==> src/rtl/keypad_matrix_responder_pkg.sv <==
// Shared keypad definitions: key-code width, matrix geometry, scan polarity
// and the key-code to (row, column) mapping.
package keypad_matrix_responder_pkg;

  localparam int unsigned KEY_W       = 4;
  localparam int unsigned MATRIX_ROWS = 3;
  localparam int unsigned MATRIX_COLS = 3;
  localparam int unsigned CNT_W       = 28;

  localparam logic [KEY_W-1:0] KEY_IDLE = 4'd15;
  localparam logic [KEY_W-1:0] KEY_MAX  = 4'd8;

  // Column drive and row sense are both active-low.
  localparam logic COL_ACTIVE   = 1'b0;
  localparam logic ROW_ACTIVE   = 1'b0;
  localparam logic ROW_INACTIVE = 1'b1;

  typedef struct packed {
    logic [1:0] r;
    logic [1:0] c;
  } key_pos_t;

  function automatic key_pos_t key_to_pos(input logic [KEY_W-1:0] key);
    key_pos_t pos;
    pos.r = 2'(key / 4'd3);
    pos.c = 2'(key % 4'd3);
    return pos;
  endfunction

endpackage

==> src/rtl/keypad_matrix_responder_bounce_shaper.sv <==
// Contact-bounce generator: while run_i is high, emits BOUNCE_COUNT alternating
// half-periods of BOUNCE_STEP cycles starting at first_level_i, with done_o on the last cycle.
module bounce_shaper
  import keypad_matrix_responder_pkg::*;
#(
  parameter int unsigned BOUNCE_STEP  = 5_000,
  parameter int unsigned BOUNCE_COUNT = 6
) (
  input  logic clk_i,
  input  logic reset_i,
  input  logic run_i,
  input  logic first_level_i,
  output logic level_o,
  output logic done_o
);

  localparam logic [CNT_W-1:0] STEP_LAST = CNT_W'(BOUNCE_STEP - 1);
  localparam logic [CNT_W-1:0] HALF_LAST = CNT_W'(BOUNCE_COUNT - 1);

  logic [CNT_W-1:0] step_q, step_d;
  logic [CNT_W-1:0] half_q, half_d;
  logic             step_last;
  logic             half_last;

  assign step_last = (step_q == STEP_LAST);
  assign half_last = (half_q == HALF_LAST);

  always_comb begin
    step_d = step_q;
    half_d = half_q;
    if (!run_i) begin
      step_d = '0;
      half_d = '0;
    end else if (step_last) begin
      step_d = '0;
      half_d = half_last ? '0 : half_q + 1'b1;
    end else begin
      step_d = step_q + 1'b1;
    end
  end

  always_ff @(posedge clk_i) begin
    if (reset_i) begin
      step_q <= '0;
      half_q <= '0;
    end else begin
      step_q <= step_d;
      half_q <= half_d;
    end
  end

  assign level_o = first_level_i ^ half_q[0];
  assign done_o  = run_i && step_last && half_last;

endmodule

==> src/rtl/keypad_matrix_responder.sv <==
// Emulated 3x3 keypad: answers the active-low column scan with registered
// row-sense levels for a commanded key press, including make/break bounce.
module keypad_matrix_responder
  import keypad_matrix_responder_pkg::*;
#(
  parameter int unsigned HOLD_CYCLES  = 2_500_000,
  parameter int unsigned BOUNCE_STEP  = 5_000,
  parameter int unsigned BOUNCE_COUNT = 6,
  parameter int unsigned GAP_CYCLES   = 500_000
) (
  input  logic       clk,
  input  logic       reset,
  input  logic [2:0] column,
  input  logic       press_valid,
  input  logic [3:0] press_key,
  output logic       press_ready,
  output logic       busy,
  output logic [3:0] active_key,
  output logic [2:0] row
);

  localparam logic [2:0] ST_IDLE  = 3'd0;
  localparam logic [2:0] ST_MAKE  = 3'd1;
  localparam logic [2:0] ST_HOLD  = 3'd2;
  localparam logic [2:0] ST_BREAK = 3'd3;
  localparam logic [2:0] ST_GAP   = 3'd4;

  localparam bit               BOUNCE_EN = (BOUNCE_COUNT != 0);
  localparam logic [CNT_W-1:0] HOLD_LAST = CNT_W'(HOLD_CYCLES - 1);
  localparam logic [CNT_W-1:0] GAP_LAST  = CNT_W'(GAP_CYCLES - 1);

  logic [2:0]       state_q, state_d;
  logic [CNT_W-1:0] cnt_q, cnt_d;
  logic [KEY_W-1:0] key_q, key_d;
  logic [2:0]       row_q, row_d;

  logic     shaper_run;
  logic     shaper_level;
  logic     shaper_done;
  logic     contact;
  key_pos_t pos;

  assign shaper_run = (state_q == ST_MAKE) || (state_q == ST_BREAK);

  bounce_shaper #(
    .BOUNCE_STEP  (BOUNCE_STEP),
    .BOUNCE_COUNT (BOUNCE_COUNT)
  ) u_bounce_shaper (
    .clk_i         (clk),
    .reset_i       (reset),
    .run_i         (shaper_run),
    .first_level_i (state_q == ST_MAKE),
    .level_o       (shaper_level),
    .done_o        (shaper_done)
  );

  always_comb begin
    case (state_q)
      ST_MAKE, ST_BREAK: contact = shaper_level;
      ST_HOLD:           contact = 1'b1;
      default:           contact = 1'b0;
    endcase
  end

  always_comb begin
    state_d = state_q;
    cnt_d   = cnt_q;
    key_d   = key_q;
    case (state_q)
      ST_IDLE: begin
        if (press_valid && (press_key <= KEY_MAX)) begin
          key_d   = press_key;
          cnt_d   = '0;
          state_d = BOUNCE_EN ? ST_MAKE : ST_HOLD;
        end
      end
      ST_MAKE: begin
        if (shaper_done) begin
          cnt_d   = '0;
          state_d = ST_HOLD;
        end
      end
      ST_HOLD: begin
        if (cnt_q == HOLD_LAST) begin
          cnt_d   = '0;
          state_d = BOUNCE_EN ? ST_BREAK : ST_GAP;
        end else begin
          cnt_d = cnt_q + 1'b1;
        end
      end
      ST_BREAK: begin
        if (shaper_done) begin
          cnt_d   = '0;
          state_d = ST_GAP;
        end
      end
      ST_GAP: begin
        if (cnt_q == GAP_LAST) begin
          cnt_d   = '0;
          key_d   = KEY_IDLE;
          state_d = ST_IDLE;
        end else begin
          cnt_d = cnt_q + 1'b1;
        end
      end
      default: begin
        cnt_d   = '0;
        key_d   = KEY_IDLE;
        state_d = ST_IDLE;
      end
    endcase
  end

  // Only the latched key's column is sensed; other columns never affect row.
  always_comb begin
    pos   = key_to_pos(key_q);
    row_d = {3{ROW_INACTIVE}};
    if (contact && (column[pos.c] == COL_ACTIVE)) begin
      row_d[pos.r] = ROW_ACTIVE;
    end
  end

  always_ff @(posedge clk) begin
    if (reset) begin
      state_q <= ST_IDLE;
      cnt_q   <= '0;
      key_q   <= KEY_IDLE;
      row_q   <= {3{ROW_INACTIVE}};
    end else begin
      state_q <= state_d;
      cnt_q   <= cnt_d;
      key_q   <= key_d;
      row_q   <= row_d;
    end
  end

  assign press_ready = (state_q == ST_IDLE);
  assign busy        = (state_q != ST_IDLE);
  assign active_key  = key_q;
  assign row         = row_q;

endmodule
==> config.mk <==
export PLATFORM = sky130hd
export DESIGN_NAME = keypad_matrix_responder
export DESIGN_NICKNAME = d
export VERILOG_FILES = /design/src/rtl/keypad_matrix_responder_pkg.sv /design/src/rtl/keypad_matrix_responder_bounce_shaper.sv /design/src/rtl/keypad_matrix_responder.sv
export SDC_FILE = /design/constraint.sdc
export NUM_CORES = 1
export LEC_CHECK = 0
export CAP_MARGIN = 15
export CORE_MARGIN = 2
export CORE_UTILIZATION = 50
export DETAILED_ROUTE_END_ITERATION = 12
export MAX_ROUTING_LAYER = met4
export PLACE_DENSITY = 0.7
export SLEW_MARGIN = 20
export SYNTH_ARGS = -nofsm -noshare
export SYNTH_HDL_FRONTEND = slang
export SYNTH_SLANG_ARGS = --single-unit
==> constraint.sdc <==
create_clock -name clk -period 2.75 [get_ports clk]
set_input_delay 0.55 -clock clk [delete_from_list [all_inputs] [get_ports clk]]
set_output_delay 0.55 -clock clk [all_outputs]
set_load 0.05 [all_outputs]
== After elaboration in Yosys (flattened, before gate mapping) ==
Index checks and enable logic that the tools add are counted.

* Bitwise gates (word level): 6
* Reduce and logical (&&, ||, !) cells: 16
* Muxes and demuxes: 20
* Eq/ne operators: 14
* Add/sub/neg operators: 3
* Order comparisons: 4
* Div/mod/pow operators: 2

{| class="wikitable"
|+ Operator list
! operator !! count
|-
| $mux 28 || 5
|-
| $pmux 28 s4 || 1
|-
| $add 28x1->28 const B || 3
|-
| $eq 28x13->1 const B || 1
|-
| $eq 28x19->1 const B || 1
|-
| $eq 28x22->1 const B || 1
|-
| $eq 28x3->1 const B || 1
|-
| $mux 3 || 5
|-
| $pmux 3 s5 || 1
|-
| $pmux 4 s3 || 1
|-
| $mux 4 || 2
|-
| $ne 2x2->1 const B || 4
|-
| $eq 3x2->1 const B || 2
|-
| $lt 2x3->1 const B || 2
|-
| $reduce_or 2->1 || 3
|-
| $reduce_or 3->1 || 2
|-
| $logic_and 1x1->1 || 5
|-
| $reduce_and 5->1 || 1
|-
| $div 4x2->4 const B || 1
|-
| $le 4x4->1 const B || 1
|-
| $mod 4x2->4 const B || 1
|-
| $ne 2x1->1 const B || 2
|-
| $not 1->1 || 4
|-
| $eq 3x1->1 const B || 1
|-
| other kinds (13) || 14
|}

* Bits of input ports: 10
* Word-level logic and storage cells: 71
* Output and inout port bits: 9
* Register bits: 94

== Logic depth before layout (Yosys ltp) ==
Gate-level depths: netlist of run 1.

* Depth in word-level cells: 7
* Depth in mapped cells: 12
* Gate-level depth less buffers: 12

== Hierarchy ==
A second synthesis of run 1 with hierarchy kept.

* Cell total of the unflattened synthesis: 585
* Area total of the unflattened synthesis: 5052.3 um2

{| class="wikitable"
|+ By module, submodules not included
! module !! area an instance (um2) !! cells each !! times used
|-
| bounce_shaper || 2942.8 || 328 || 1
|-
| keypad_matrix_responder || 2109.5 || 257 || 1
|}

== Least setup slack after synthesis of run 1 ==
Ideal clock, no wire load.

* Kind: register -> register
* From: reg key_q[2] (netlist: active_key[2])
* To: reg row_q[2] (netlist: row[2])
* Buffers on the path: 0
* Setup time: 0.134 ns
* Arrival: 2.873 ns
* Required time: 2.616 ns
* Cell stages (with the launch flop): 13
* Slack: -0.257 ns
* Period minus slack after synthesis: 3.007 ns
* Path through: dfxtp_1 > nor2b_1 > ha_1 > inv_1 > ha_1 > and2_1 > a21oi_1 > inv_1 > ha_1 > a21oi_2 > mux4_2 > nand4_1 > or4b_1

* Cells in the longest elaborated chain, start to end: 7

{| class="wikitable"
|+ RTL lines
! item !! RTL line !! RTL
|-
| start: declaration || keypad_matrix_responder.sv:34 || <nowiki>logic [KEY_W-1:0] key_q, key_d;</nowiki>
|-
| start signal: assignment || keypad_matrix_responder.sv:132 || <nowiki>key_q <= key_d;</nowiki>
|-
| parallel branches: the longest is 7 deep, another holds $div 4x2->4 || n/a ||
|-
| end signal: assignment || keypad_matrix_responder.sv:128 || <nowiki>row_q <= {3{ROW_INACTIVE}};</nowiki>
|-
| end signal: assignment || keypad_matrix_responder.sv:133 || <nowiki>row_q <= row_d;</nowiki>
|-
| end: declaration || keypad_matrix_responder.sv:35 || <nowiki>logic [2:0] row_q, row_d;</nowiki>
|}

Parallel ways; which one is timed is not known. The select of a mux whose other input is x is not followed.
A chain may end at the register's enable or synchronous reset.

== Final worst setup path of run 1 ==
Ends and elaborated chain as after synthesis.

==> qor.csv, run 1 <==
metric;value;unit
io_buffer_count;18;
ys_seq_area_share;38.77;%
wl_met1;4.998;mm
syn_nets;581;
clkTransAtPathRegs;0.09;ns
routed_wl;10.11;mm
ys.flop_type;dfxtp_1;
core;0.009328;sq mm
clkLatencyLatePin;0.35;ns
p_leak;1.784;nW
postRouteAntennaNets;0;
gp_congestion;0.9189;
grt_overflow;0;
area_delta_synth_final;12.48;%
drive_above_1_share;9.306;%
post_cts_buffers;0;
die_area;0.01051;sq mm
rsz0062_at_grt;true;
post-route-period-util;95.18;%
routed_via_density;5.636;
wl_per_cell;14.05;microns
ir_worst_vdd;307.5;uV
cts_root_buf;clkbuf_8;
startpoint_type;flip-flop;
synthCells;564;
fp.dieW;102.5;microns
synth.area.top_cells;dfxtp_1, xor2_1, nor2_1;
first_iter_violations;219;
synth_edf_count;0;
finClkSkew;0.008709;ns
hp-class;flip-flop to flip-flop;
antenna_found_initial;0;
cap_violations;0;
ys_types;56;
hold_viol_final;0;
finish.utilization;58.52;%
cts_made_buffers;9;
dp_cells;704;
nNetsFinal;603;
cts_max_path_buffers;2;
power;0.002731;W
stdcell_count;720;
wl_met3;269;microns
cts.sinks;94;
grt_pass1_vias;3968;
pwr_density_cell;500.2;mW/mm^2
worstPathMaxFanout;6;
synth_top_area_cell;dfxtp_1;
num_antenna_cells;0;
avgSynthCellArea;8.605;sq um
cp-end-kind;flip-flop;
outcome;completed;
required;2.99;ns
setup_viol;0;
async_flop_share;0;%
firstDrtPassIters;4;
cts_hold_buffers;0;
grtUsageTotal;21.26;%
yosysWarnings;0;
cts_resized;0;
yosys.area.top_type_share;38.77;%
grt_pass1_wl;17.68;mm
max_clock_freq;382.1;MHz
dieHeight;102.5;microns
drc_errors;0;
synth_seq_cells;94;
h-tree-depth;3;
arrival;2.85;ns
min_period;2.617;ns
worstMarginPinSlew;0.7244;ns
ios;19;
cts_tree;built;
grt_max_degree;29;
maxSlewHeadroom;51.20;%
maxSlewViolCount;0;
synth_area;0.004853;sq mm
critical_path_class;flip-flop to flip-flop;
holdWs;0.4438;ns
vias;4058;
start_util;52.03;%
routed.top_layer;met4;
rows;35;
place_hpwl;7.237;mm
wl_met2;4.696;mm
## per-stage QoR
step | area (sq um) | setup TNS [ns] | worst slack, ns
after detailed placement | 5209 | 0 | 0.09008
after global placement | 5209 | 0 | 0.1671
after CTS | 5443 | 0 | 0.04924
after global routing | 5459 | -0.04145 | -0.04145
final | 5459 | 0 | 0.1327
after floorplan | 4860 | 0 | 0.01186
## metal layers
| metal | GRT usage (%) | vias to the layer above |
|---|---|---|
| met5 | - | - |
| met4 | 6.872 | 0 |
| met1 | 27.03 | 1953 |
| met3 | 3.661 | 12 |
| met2 | 34.49 | 56 |
| li1 | - | 2037 |
## where the power goes
| group | switching [W] | internal, W | total (W) |
|---|---|---|---|
| clock network | 0.000462 | 0.000586 | 0.00105 |
| logic | 0.000182 | 0.000115 | 0.000297 |
| registers | 0.0000119 | 0.00137 | 0.00139 |
| total | 0.000656 | 0.00207 | 0.00273 |
## cell families after synthesis
| group | count (synthesis) | share of synthesized area [%] |
|---|---|---|
| AOI/OAI and AO/OA | 62 | 8.559 |
| adders and majority gates | 7 | 1.805 |
| muxes | 7 | 1.701 |
| and+or+nand+nor | 288 | 33.51 |
| DFF | 94 | 38.77 |
| buffers and inverters | 39 | 3.558 |
| xor gates and xnor gates | 67 | 12.09 |
## path summary, 6_finish.rpt
path                                                 from  slack (ns)                   endpoint  cells past startpoint
worst max-delay path                        active_key[2]        0.13                     row[2]                     12
worst max register to register              active_key[2]        0.13                     row[2]                     12
worst min-delay path            u_bounce_shaper.step_q[0]        0.44  u_bounce_shaper.step_q[0]                      1
worst min register to register  u_bounce_shaper.step_q[0]        0.44  u_bounce_shaper.step_q[0]                      1
## registers in the layout, indices dropped and copies added, names as in the netlist
name and count:
cnt_q 28, row 3, active_key 4, u_bounce_shaper.step_q 28, u_bounce_shaper.half_q 28, state_q 3
## cell type report
| type | instances | area [sq um] |
|---|---|---|
| flip-flops and latches | 94 | 1888 |
| inverters | 16 | 60.06 |
| multi-input cells | 431 | 2813 |
| clock inverters | 3 | 65.06 |
| well taps | 129 | 161.4 |
| clock buffers | 13 | 168.9 |
| fillers | 865 | 3869 |
| repair buffers | 34 | 302.8 |
## cell usage after synthesis (5+ instances only)
library cell / count
inv_1: 16
buf_2: 9
xor2_1: 45
xnor2_1: 22
nor2b_1: 5
and2_1: 6
dfxtp_1: 94
nand2_1: 33
nor3b_1: 5
or3_1: 13
or4_1: 5
a21oi_1: 20
nor4bb_1: 5
nor3_1: 13
nand4_1: 22
nand3_1: 27
mux2i_1: 6
nand2b_1: 14
o21ai_0: 14
clkbuf_1: 11
o211ai_1: 9
and3_1: 16
ha_1: 7
nor4_1: 15
and4_1: 8
nor2_1: 81
## placed cells by master (no fill, tap or decap), types with 2 or more instances in the layout
master           count
o31ai_1              3
xor2_1              45
xnor2_1             22
o21ai_0             14
inv_1               16
nand2_1             33
clkbuf_8            12
dfxtp_1             91
nor4_2               3
nor3b_1              5
o21a_1               3
and3_1              16
and4_1               8
clkdlybuf4s50_1     17
nand4_1             22
dfxtp_2              2
nand3_1             27
o2111ai_1            3
nor4_4               2
nor4_1              15
nor2b_1              4
or4_1                5
or3_1               13
o21ai_1              2
bufinv_16            2
nand4b_1             3
o211ai_1             9
nor3_1              13
mux2i_1              6
buf_4               16
ha_1                 7
nor2_1              81
nand2b_1            14
and2_1               6
a21oi_1             19
nor4bb_1             5
## worst max-delay path, cell delays in order, from the launching register on
cell	delay (ns)
dfxtp_4	0.37
nor2b_2	0.14
ha_1	0.15
inv_1	0.04
ha_1	0.18
and2_1	0.17
a21oi_2	0.15
inv_1	0.07
ha_1	0.31
nand2b_1	0.11
mux4_2	0.22
nand4_1	0.11
or4b_1	0.48
Note: power is estimated with default switching activity, not from simulation.
==> inputs of run 2 (changes only) <==
--- a/config.mk
+++ b/config.mk
@@ -11,7 +11,6 @@
 export DETAILED_ROUTE_END_ITERATION = 12
 export MAX_ROUTING_LAYER = met4
 export PLACE_DENSITY = 0.7
-export SLEW_MARGIN = 20
 export SYNTH_ARGS = -nofsm -noshare
 export SYNTH_HDL_FRONTEND = slang
 export SYNTH_SLANG_ARGS = --single-unit
==> results of run 2 <==
No change in the layout: final DEF, timing and power equal those of run 1.
